==> config.mk <==
export PLATFORM = sky130hd
export DESIGN_NAME = lib_rtl_addsub_pipe
export DESIGN_NICKNAME = d
export VERILOG_FILES = /design/src/rtl/lib_rtl_pkg.sv /design/src/rtl/lib_rtl_pipe_stage.sv /design/src/rtl/lib_rtl_addsub_pipe.sv
export SDC_FILE = /design/constraint.sdc
export NUM_CORES = 1
export LEC_CHECK = 0
export BUFFER_PORTS_ARGS = -buffer_cell sky130_fd_sc_hd__buf_2
export CAP_MARGIN = 20
export CORE_AREA = 5 5 113 115
export DETAILED_ROUTE_END_ITERATION = 8
export DIE_AREA = 0 0 118 120
export MAX_ROUTING_LAYER = met4
export PLACE_DENSITY_LB_ADDON = 0.2
export SYNTH_ARGS = -nofsm -noshare
export SYNTH_HDL_FRONTEND = slang
export SYNTH_HIERARCHICAL = 1
export SYNTH_SLANG_ARGS = --single-unit
==> constraint.sdc <==
create_clock -name clock -period 1.2 [get_ports clock]
set_input_delay 0.12 -clock clock [delete_from_list [all_inputs] [get_ports clock]]
set_output_delay 0.12 -clock clock [all_outputs]
set_load 0.02 [all_outputs]
==> src/rtl/lib_rtl_pkg.sv <==
// Shared types and parameter limits for the lib_rtl arithmetic blocks.
package lib_rtl_pkg;

    typedef enum logic [1:0] {
        OpAdd    = 2'b00,
        OpSub    = 2'b01,
        OpAddSat = 2'b10,
        OpSubSat = 2'b11
    } op_e;

    localparam int unsigned LatencyMin = 1;
    localparam int unsigned LatencyMax = 4;
    localparam int unsigned WidthMin   = 8;
    localparam int unsigned WidthMax   = 64;

endpackage

==> src/rtl/lib_rtl_pipe_stage.sv <==
// One pipeline register: valid bit plus payload, loaded only when the global enable is high.
module lib_rtl_pipe_stage #(
    parameter int unsigned PayloadWidth = 33
) (
    input  logic                    clock,
    input  logic                    resetn,
    input  logic                    en,
    input  logic                    load_valid,
    input  logic [PayloadWidth-1:0] load_data,
    output logic                    valid,
    output logic [PayloadWidth-1:0] data
);

    logic                    valid_q;
    logic [PayloadWidth-1:0] data_q;

    always_ff @(posedge clock or negedge resetn) begin
        if (!resetn) begin
            valid_q <= 1'b0;
            data_q  <= '0;
        end else if (en) begin
            valid_q <= load_valid;
            data_q  <= load_data;
        end
    end

    assign valid = valid_q;
    assign data  = data_q;

endmodule

==> src/rtl/lib_rtl_addsub_pipe.sv <==
// Pipelined signed add/subtract with optional saturation, overflow flag and sticky overflow.
import lib_rtl_pkg::*;

module lib_rtl_addsub_pipe #(
    parameter int unsigned WIDTH   = 32,
    parameter int unsigned LATENCY = 2
) (
    input  logic             clock,
    input  logic             resetn,
    input  logic             ivalid,
    output logic             oready,
    input  logic             iready,
    output logic             ovalid,
    input  logic [1:0]       mode,
    input  logic [WIDTH-1:0] datain1,
    input  logic [WIDTH-1:0] datain2,
    input  logic             clr_sticky,
    output logic [WIDTH-1:0] dataout,
    output logic             ovf,
    output logic             ovf_sticky
);

    if (WIDTH < WidthMin || WIDTH > WidthMax) begin : g_bad_width
        $fatal(1, "lib_rtl_addsub_pipe: WIDTH out of range");
    end
    if (LATENCY < LatencyMin || LATENCY > LatencyMax) begin : g_bad_latency
        $fatal(1, "lib_rtl_addsub_pipe: LATENCY out of range");
    end

    op_e                    op;
    logic                   is_sub;
    logic                   is_sat;
    logic signed [WIDTH:0]  a_ext;
    logic signed [WIDTH:0]  b_ext;
    logic signed [WIDTH:0]  sum_ext;
    logic                   overflow;
    logic [WIDTH-1:0]       result;
    logic [WIDTH:0]         head_data;
    logic                   en;
    logic                   stage_valid [LATENCY];
    logic [WIDTH:0]         stage_data  [LATENCY];
    logic                   sticky_q;
    logic                   sticky_d;

    assign op = op_e'(mode);

    // Overflow comes from the sign-extended WIDTH+1 sum: the top two bits disagree.
    always_comb begin
        is_sub = 1'b0;
        is_sat = 1'b0;
        unique case (op)
            OpAdd:    begin is_sub = 1'b0; is_sat = 1'b0; end
            OpSub:    begin is_sub = 1'b1; is_sat = 1'b0; end
            OpAddSat: begin is_sub = 1'b0; is_sat = 1'b1; end
            OpSubSat: begin is_sub = 1'b1; is_sat = 1'b1; end
            default:  begin is_sub = 1'b0; is_sat = 1'b0; end
        endcase

        a_ext    = {datain1[WIDTH-1], datain1};
        b_ext    = {datain2[WIDTH-1], datain2};
        sum_ext  = is_sub ? (a_ext - b_ext) : (a_ext + b_ext);
        overflow = sum_ext[WIDTH] ^ sum_ext[WIDTH-1];

        if (is_sat && overflow) begin
            result = sum_ext[WIDTH] ? {1'b1, {(WIDTH-1){1'b0}}} : {1'b0, {(WIDTH-1){1'b1}}};
        end else begin
            result = sum_ext[WIDTH-1:0];
        end

        // Bubbles carry zero payload so the output reads 0 whenever ovalid is low.
        head_data = ivalid ? {overflow, result} : '0;
    end

    assign en = !stage_valid[LATENCY-1] || iready;

    for (genvar i = 0; i < LATENCY; i++) begin : g_stage
        logic           load_valid;
        logic [WIDTH:0] load_data;

        if (i == 0) begin : g_head
            assign load_valid = ivalid;
            assign load_data  = head_data;
        end else begin : g_body
            assign load_valid = stage_valid[i-1];
            assign load_data  = stage_data[i-1];
        end

        lib_rtl_pipe_stage #(
            .PayloadWidth(WIDTH + 1)
        ) u_stage (
            .clock     (clock),
            .resetn    (resetn),
            .en        (en),
            .load_valid(load_valid),
            .load_data (load_data),
            .valid     (stage_valid[i]),
            .data      (stage_data[i])
        );
    end

    assign oready  = en;
    assign ovalid  = stage_valid[LATENCY-1];
    assign dataout = stage_data[LATENCY-1][WIDTH-1:0];
    assign ovf     = stage_data[LATENCY-1][WIDTH];

    // A delivered overflow wins over a concurrent clear.
    always_comb begin
        sticky_d = sticky_q;
        if (clr_sticky) begin
            sticky_d = 1'b0;
        end
        if (ovalid && iready && ovf) begin
            sticky_d = 1'b1;
        end
    end

    always_ff @(posedge clock or negedge resetn) begin
        if (!resetn) begin
            sticky_q <= 1'b0;
        end else begin
            sticky_q <= sticky_d;
        end
    end

    assign ovf_sticky = sticky_q;

endmodule

Word level (Yosys, flattened, before mapping)
Cells that the tools add are included.
Widths: inputs -> output; s select.
- add/subtract/negate cells: 2
- eq/ne operators: 3
- mux-type cells: 8
- bitwise operators: 1
- reduce and logical (&&, ||, !) cells: 11
- operators by type and width (operator ; number):
    $mux 33 ; 2
    $mux 32 ; 2
    $add 32x32->33 ; 1
    $sub 32x32->33 ; 1
    $reduce_or 2->1 ; 4
    $eq 2x2->1 const B ; 2
    $pmux 1 s2 ; 2
    $logic_and 1x1->1 ; 3
    $eq 2x1->1 const B ; 1
    $logic_not 2->1 ; 1
    $mux 1 ; 2
    $reduce_bool 2->1 ; 1
    $logic_not 1->1 ; 1
    $logic_or 1x1->1 ; 1
    $xor 1x1->1 ; 1
- flip-flop bits (word level): 69
- input port bits: 71
- output and inout bits: 36
- word-level logic and storage cells: 30

Logic depth before layout (Yosys ltp)
- word-level depth: 8
- depth in mapped cells: 21
- gate-level depth less buffers: 20

By module
The synthesis kept the hierarchy.
- modules (own cells, without submodules) (module ; times used ; cells each ; area an instance (um^2) ; seq. area each (um^2)):
    lib_rtl_addsub_pipe ; 1 ; 433 ; 3036.7 ; 25.0
    lib_rtl_pipe_stage ; 2 ; 72 ; 1417.6 ; 850.8

Least setup slack after synthesis
OpenSTA, ideal clock, no wires.
- path type: input to register
- from: input datain2[5]
- to: register g_stage[0].u_stage.data_q[10]
- arrival: 4.130 ns
- required time: 1.075 ns
- setup slack: -3.055 ns
- stages: 20
- buffers on the path: 2
- path through: nor4_2 > nand2_1 > nor3b_1 > nand3_1 > nor2_1 > nor2_1 > xnor2_1 > ha_1 > clkbuf_1 > a21oi_1 > o21ai_0 > a21o_1 > a21oi_1 > o21ai_0 > a221oi_2 > xnor2_2 > o31ai_4 > buf_6 > o21ai_2 > mux2_4
- longest elaborated chain between the ends: 6
- elaborated cells between the ends (all ways): 8
- those cells by class: add/sub (2); mux (4); bitwise (1); reduce/logical (1)
- RTL lines (what ; line ; source):
    start, declared ; lib_rtl_addsub_pipe.sv:16 ; input logic [WIDTH-1:0] datain2,
    $add 32x32->33 or $sub 32x32->33 (tied branches) ; lib_rtl_addsub_pipe.sv:61 ; sum_ext = is_sub ? (a_ext - b_ext) : (a_ext + b_ext);
    $mux 33 * ; lib_rtl_addsub_pipe.sv:61 ;
    $xor 1x1->1 ; lib_rtl_addsub_pipe.sv:62 ; overflow = sum_ext[WIDTH] ^ sum_ext[WIDTH-1];
    $logic_and 1x1->1 ; lib_rtl_addsub_pipe.sv:64 ; if (is_sat && overflow) begin
    $mux 32 * ; lib_rtl_addsub_pipe.sv:64 ;
    $mux 33 * ; lib_rtl_addsub_pipe.sv:71 ; head_data = ivalid ? {overflow, result} : '0;
    net g_stage[0].load_data[10] ; lib_rtl_addsub_pipe.sv:78 ; logic [WIDTH:0] load_data;
    end signal, assigned ; lib_rtl_pipe_stage.sv:23 ; data_q <= load_data;
    end, declared ; lib_rtl_pipe_stage.sv:15 ; logic [PayloadWidth-1:0] data_q;
The timed path passes the listed nets; every way through them passes the cells marked *.
A chain may end at the register's enable or synchronous reset.

Final worst setup path
- from: input datain2[5]
- to: register g_stage[0].u_stage.data_q[23]
The elaborated chain is that of the path after synthesis.

==> metrics.cfg <==
[outcome]
outcome=finished, violations left
failed_checks=negative setup slack

[timing]
period_minus_slack_ps=3780
worst_pin_slew_ps=638
grt_setup_unrepaired=true
timing.fmax_mhz=265
finalWorstSetupSlack_ps=-2580
number_of_hold_violations_in_the_final_report=0
final_min_period_over_clock_period_pct=315
finClkSkew_ps=5.35
finish_stage_setup_viols=62
fin_setup_tns_ps=-86340
slew_violations=0
slew-limit-headroom_pct=56.9

[cts]
clock_tree.htree_level_count=3
numCtsBuffers=9
clk_pin_slew_ps=60
clock_tree.root_cell=sky130_fd_sc_hd__clkbuf_16
tritoncts=done
clk_latency_ps=330
ctsLongestPathBuffers=2
clock_sink_count=69

[flow_run]
cap_violations=0

[yosys]
netlist_instances=577
synth_nets=682
synth.ff_latch_count=69
synth_async_sr_flop_share_pct=100
synthesis.area_um2=5870
netlist_top_cells_area=sky130_fd_sc_hd__dfrtp_1 (29%), sky130_fd_sc_hd__mux2_4 (15%), sky130_fd_sc_hd__ha_1 (7.0%), sky130_fd_sc_hd__xnor2_1 (6.1%), sky130_fd_sc_hd__a21oi_1 (4.3%)
synthDominantAreaCellType=sky130_fd_sc_hd__dfrtp_1
yosys_warnings=6
syn_area_per_cell_um2=10.2
synth-main-ff-cell=sky130_fd_sc_hd__dfrtp_1
synth.distinct_cells=59
ys_seq_area_share_pct=29.4
synth_edf_count=0
synth_top_area_share_pct=29.4

[floorplanning]
start_util_pct=50.1
num_io_pins=107
chipHeight_um=120
chipWidth_um=118
placeableCoreArea_um2=11700
die-area_um2=14200
site_rows=40

[global_routing]
met2_resource_use_gr_pct=36.2
groute.layer.met3.usage_pct=3.30
grt_util_all_layers_pct=22.8
via_count_of_the_first_global_routing_pass=5337
globalRoute.totalOverflow=0
grt_max_degree=70
first_pass_grt_wire_length_um=26200
met1_usage_pct=30.4
number_of_antenna_violations_at_the_first_check_in_global_routing=0
globalRoute.busiestLayer=met2

[final_layout]
fillCellCount=811
design_area_final_um2=8880
antenna_cells_inserted=0
layout_net_count=990
fraction_of_final_layout_cells_sized_beyond_drive_strength_1_pct=53.3
areaGrowthSynthToFinish_pct=51.2

[placed_design]
placed_cell_area_um2=7860
pre_cts_ws_ps=-2930
place.port_buffers=106
place_hpwl_um=12200
gp_congestion=0.901

[route]
vias=5404
detailedRoute.firstPassIterationCount=6
wirelength_um=16600
initialDrtViolationCount=445
route.detailed.vias_per_inst=5.21
detail-route-antenna-nets=0
drc_violations_left=0
routed_wire_length_per_instance_um=16.0

[worst_setup_path]
largest_incremental_delay_on_the_critical_path_ps=340
path_common_cell=sky130_fd_sc_hd__a21o_1
crit_path_top_delay_cell=sky130_fd_sc_hd__nor3b_4
timing.critical_path.buf_inv=5
crit_path_start_kind=input port
cp.required_ps=1410
end_kind=flop
data_arrival_time_of_the_worst_path_ps=3980
cell_by_cell_trace_of_the_critical_path=buf_8 -> nor4_4 -> nand2_2 -> nor3b_4 -> buf_6 -> a21oi_4 -> xnor2_2 -> ha_1 -> a21o_1 -> a21o_1 -> a21o_1 -> a221oi_2 -> o2bb2ai_2 -> a221oi_2 -> xnor2_2 -> buf_4 -> buf_8 -> nand4_4 -> buf_4 -> o21ai_2 -> mux2_4
path_delay_family=compound AO/OA/AOI/OAI gates
worst_path_maximum_fanout=6
crit_type=input port to flop

[power]
power_per_cell_area_nw_per_um2=1520
total_power_uw=13400
peakVddDrop_uv=1550
leakagePower_uw=0.00450

[min_path]
min_path_type=input port to flop

stage by stage:
step           hold WS, ps  cells  util (%)
5_1_grt               53.5   1037      75.8
3_5_place_dp           168    987      67.1
4_1_cts               44.5   1020      72.4
3_3_place_gp           160    987      67.1
6_report              48.6   1037      75.8
2_1_floorplan         -176    577         -
sequential cells by signal, summed over array words and instances (netlist names):
signal,cells
ovf_sticky,1
g_stage.u_stage/data,66
g_stage.u_stage/valid,2
tightest hold or removal path, cell delays in order:
cell,delay [ps]
sky130_fd_sc_hd__buf_2,90
sky130_fd_sc_hd__nand3_1,60
sky130_fd_sc_hd__o21ai_0,70
placed cells by master, fill, tap and decap left out, types with 3 or more instances in the layout:
master,synthesis,layout
sky130_fd_sc_hd__xnor2_1,41,38
sky130_fd_sc_hd__a21oi_1,51,48
sky130_fd_sc_hd__inv_1,16,16
sky130_fd_sc_hd__nor4_4,0,3
sky130_fd_sc_hd__clkinv_2,0,4
sky130_fd_sc_hd__a21o_1,14,14
sky130_fd_sc_hd__o21bai_1,7,6
sky130_fd_sc_hd__o211ai_1,6,6
sky130_fd_sc_hd__dfrtp_1,69,68
sky130_fd_sc_hd__nand3_1,10,8
sky130_fd_sc_hd__o21ai_2,22,23
sky130_fd_sc_hd__nand4b_1,4,4
sky130_fd_sc_hd__nand2b_1,9,8
sky130_fd_sc_hd__buf_2,0,103
sky130_fd_sc_hd__and3_1,5,5
sky130_fd_sc_hd__nand4_1,5,5
sky130_fd_sc_hd__nor2_1,31,29
sky130_fd_sc_hd__xnor2_2,1,3
sky130_fd_sc_hd__ha_1,33,33
sky130_fd_sc_hd__o21a_1,5,5
sky130_fd_sc_hd__buf_6,6,11
sky130_fd_sc_hd__clkbuf_16,0,13
sky130_fd_sc_hd__o21ai_0,28,19
sky130_fd_sc_hd__buf_4,0,189
sky130_fd_sc_hd__nor3_2,1,3
sky130_fd_sc_hd__or3_1,4,4
sky130_fd_sc_hd__a31oi_1,8,8
sky130_fd_sc_hd__nor2b_1,4,4
sky130_fd_sc_hd__mux2_4,60,68
sky130_fd_sc_hd__xor2_1,16,16
sky130_fd_sc_hd__nand2_1,37,34
sky130_fd_sc_hd__nand2_2,0,3
sky130_fd_sc_hd__buf_8,0,3
sky130_fd_sc_hd__buf_12,6,8
sky130_fd_sc_hd__o21ai_4,0,6
sky130_fd_sc_hd__nor3_1,12,10
cell usage after synthesis (2+ instances only):
library cell,number
sky130_fd_sc_hd__ha_1,33
sky130_fd_sc_hd__and2_1,4
sky130_fd_sc_hd__buf_1,2
sky130_fd_sc_hd__nor4_2,2
sky130_fd_sc_hd__a21oi_1,51
sky130_fd_sc_hd__nand2b_1,9
sky130_fd_sc_hd__o31ai_1,3
sky130_fd_sc_hd__nand2_1,37
sky130_fd_sc_hd__o211ai_1,6
sky130_fd_sc_hd__buf_12,6
sky130_fd_sc_hd__nor2b_1,4
sky130_fd_sc_hd__nand4_1,5
sky130_fd_sc_hd__nand4b_1,4
sky130_fd_sc_hd__nor3b_1,2
sky130_fd_sc_hd__nor3_1,12
sky130_fd_sc_hd__nand3_1,10
sky130_fd_sc_hd__a21boi_0,2
sky130_fd_sc_hd__dfrtp_1,69
sky130_fd_sc_hd__a211oi_1,3
sky130_fd_sc_hd__o21bai_1,7
sky130_fd_sc_hd__inv_1,16
sky130_fd_sc_hd__a31oi_1,8
sky130_fd_sc_hd__clkbuf_1,11
sky130_fd_sc_hd__o21ai_2,22
sky130_fd_sc_hd__mux2_2,9
sky130_fd_sc_hd__a311oi_1,2
sky130_fd_sc_hd__o2bb2ai_1,3
sky130_fd_sc_hd__o21a_1,5
sky130_fd_sc_hd__xor2_1,16
sky130_fd_sc_hd__xnor2_1,41
sky130_fd_sc_hd__buf_6,6
sky130_fd_sc_hd__a221oi_2,2
sky130_fd_sc_hd__nor2_1,31
sky130_fd_sc_hd__o311ai_0,2
sky130_fd_sc_hd__and3_1,5
sky130_fd_sc_hd__a21o_1,14
sky130_fd_sc_hd__o21ai_0,28
sky130_fd_sc_hd__nor4_1,2
sky130_fd_sc_hd__mux2_4,60
sky130_fd_sc_hd__or3_1,4
kinds of logic after synthesis:
| kind of cell | after synthesis | share of synthesized area (%) |
|---|---|---|
| XOR/XNOR | 60 | 9.72 |
| AND/OR/NAND/NOR | 136 | 12.0 |
| adder cells (fa/ha/maj) | 34 | 7.37 |
| buffers and inverters | 42 | 5.14 |
| multiplexers | 69 | 17.1 |
| AO/OA/AOI/OAI | 167 | 19.3 |
| flip-flops | 69 | 29.4 |
power breakdown:
| group | switching, uW | leakage (uW) | internal [uW] | total (uW) |
|---|---|---|---|---|
| registers | 573 | 0.000880 | 3170 | 3740 |
| logic | 3280 | 0.00347 | 3840 | 7110 |
| clock network | 946 | 0.000149 | 1650 | 2600 |
metal layers:
metal	vias up	routed length, um
met5	-	0
met4	0	376
met3	27	664
met2	147	7940
met1	2511	7650
li1	2719	-
worst paths after layout:
path	from	endpoint	slack (ps)	cells past startpoint
worst max-delay path	datain2[5]	g_stage[0].u_stage/data[23]	-2580	21
worst min-delay path	iready	ovf_sticky	50	3
worst max register to register	g_stage[1].u_stage/valid	g_stage[1].u_stage/data[7]	-120	4
worst min register to register	g_stage[1].u_stage/data[26]	g_stage[1].u_stage/data[26]	510	1
max in group asynchronous	resetn	g_stage[1].u_stage/valid	550	3
min in group asynchronous	resetn	g_stage[1].u_stage/data[3]	350	3
cell type report:
type,instances,area (um^2),area share [%]
clock inverters,5,50.0,0.564
well taps,147,184,2.07
clock buffers,11,243,2.73
multi-input cells,467,4170,47.0
repair buffers,322,2440,27.5
inverters,16,60.1,0.677
flip-flops and latches,69,1730,19.5
repair_timing:
action | in CTS | in global routing
gates cloned | 4 | 6
buffers inserted | 11 | 13
hold buffers | 2 | 0
gates resized for setup | 35 | 44
endpoints found under the setup margin | 64 | 66
pin swaps | 8 | 26
endpoints found under the hold margin | 70 | 0
(Power assumes the default switching activity.)
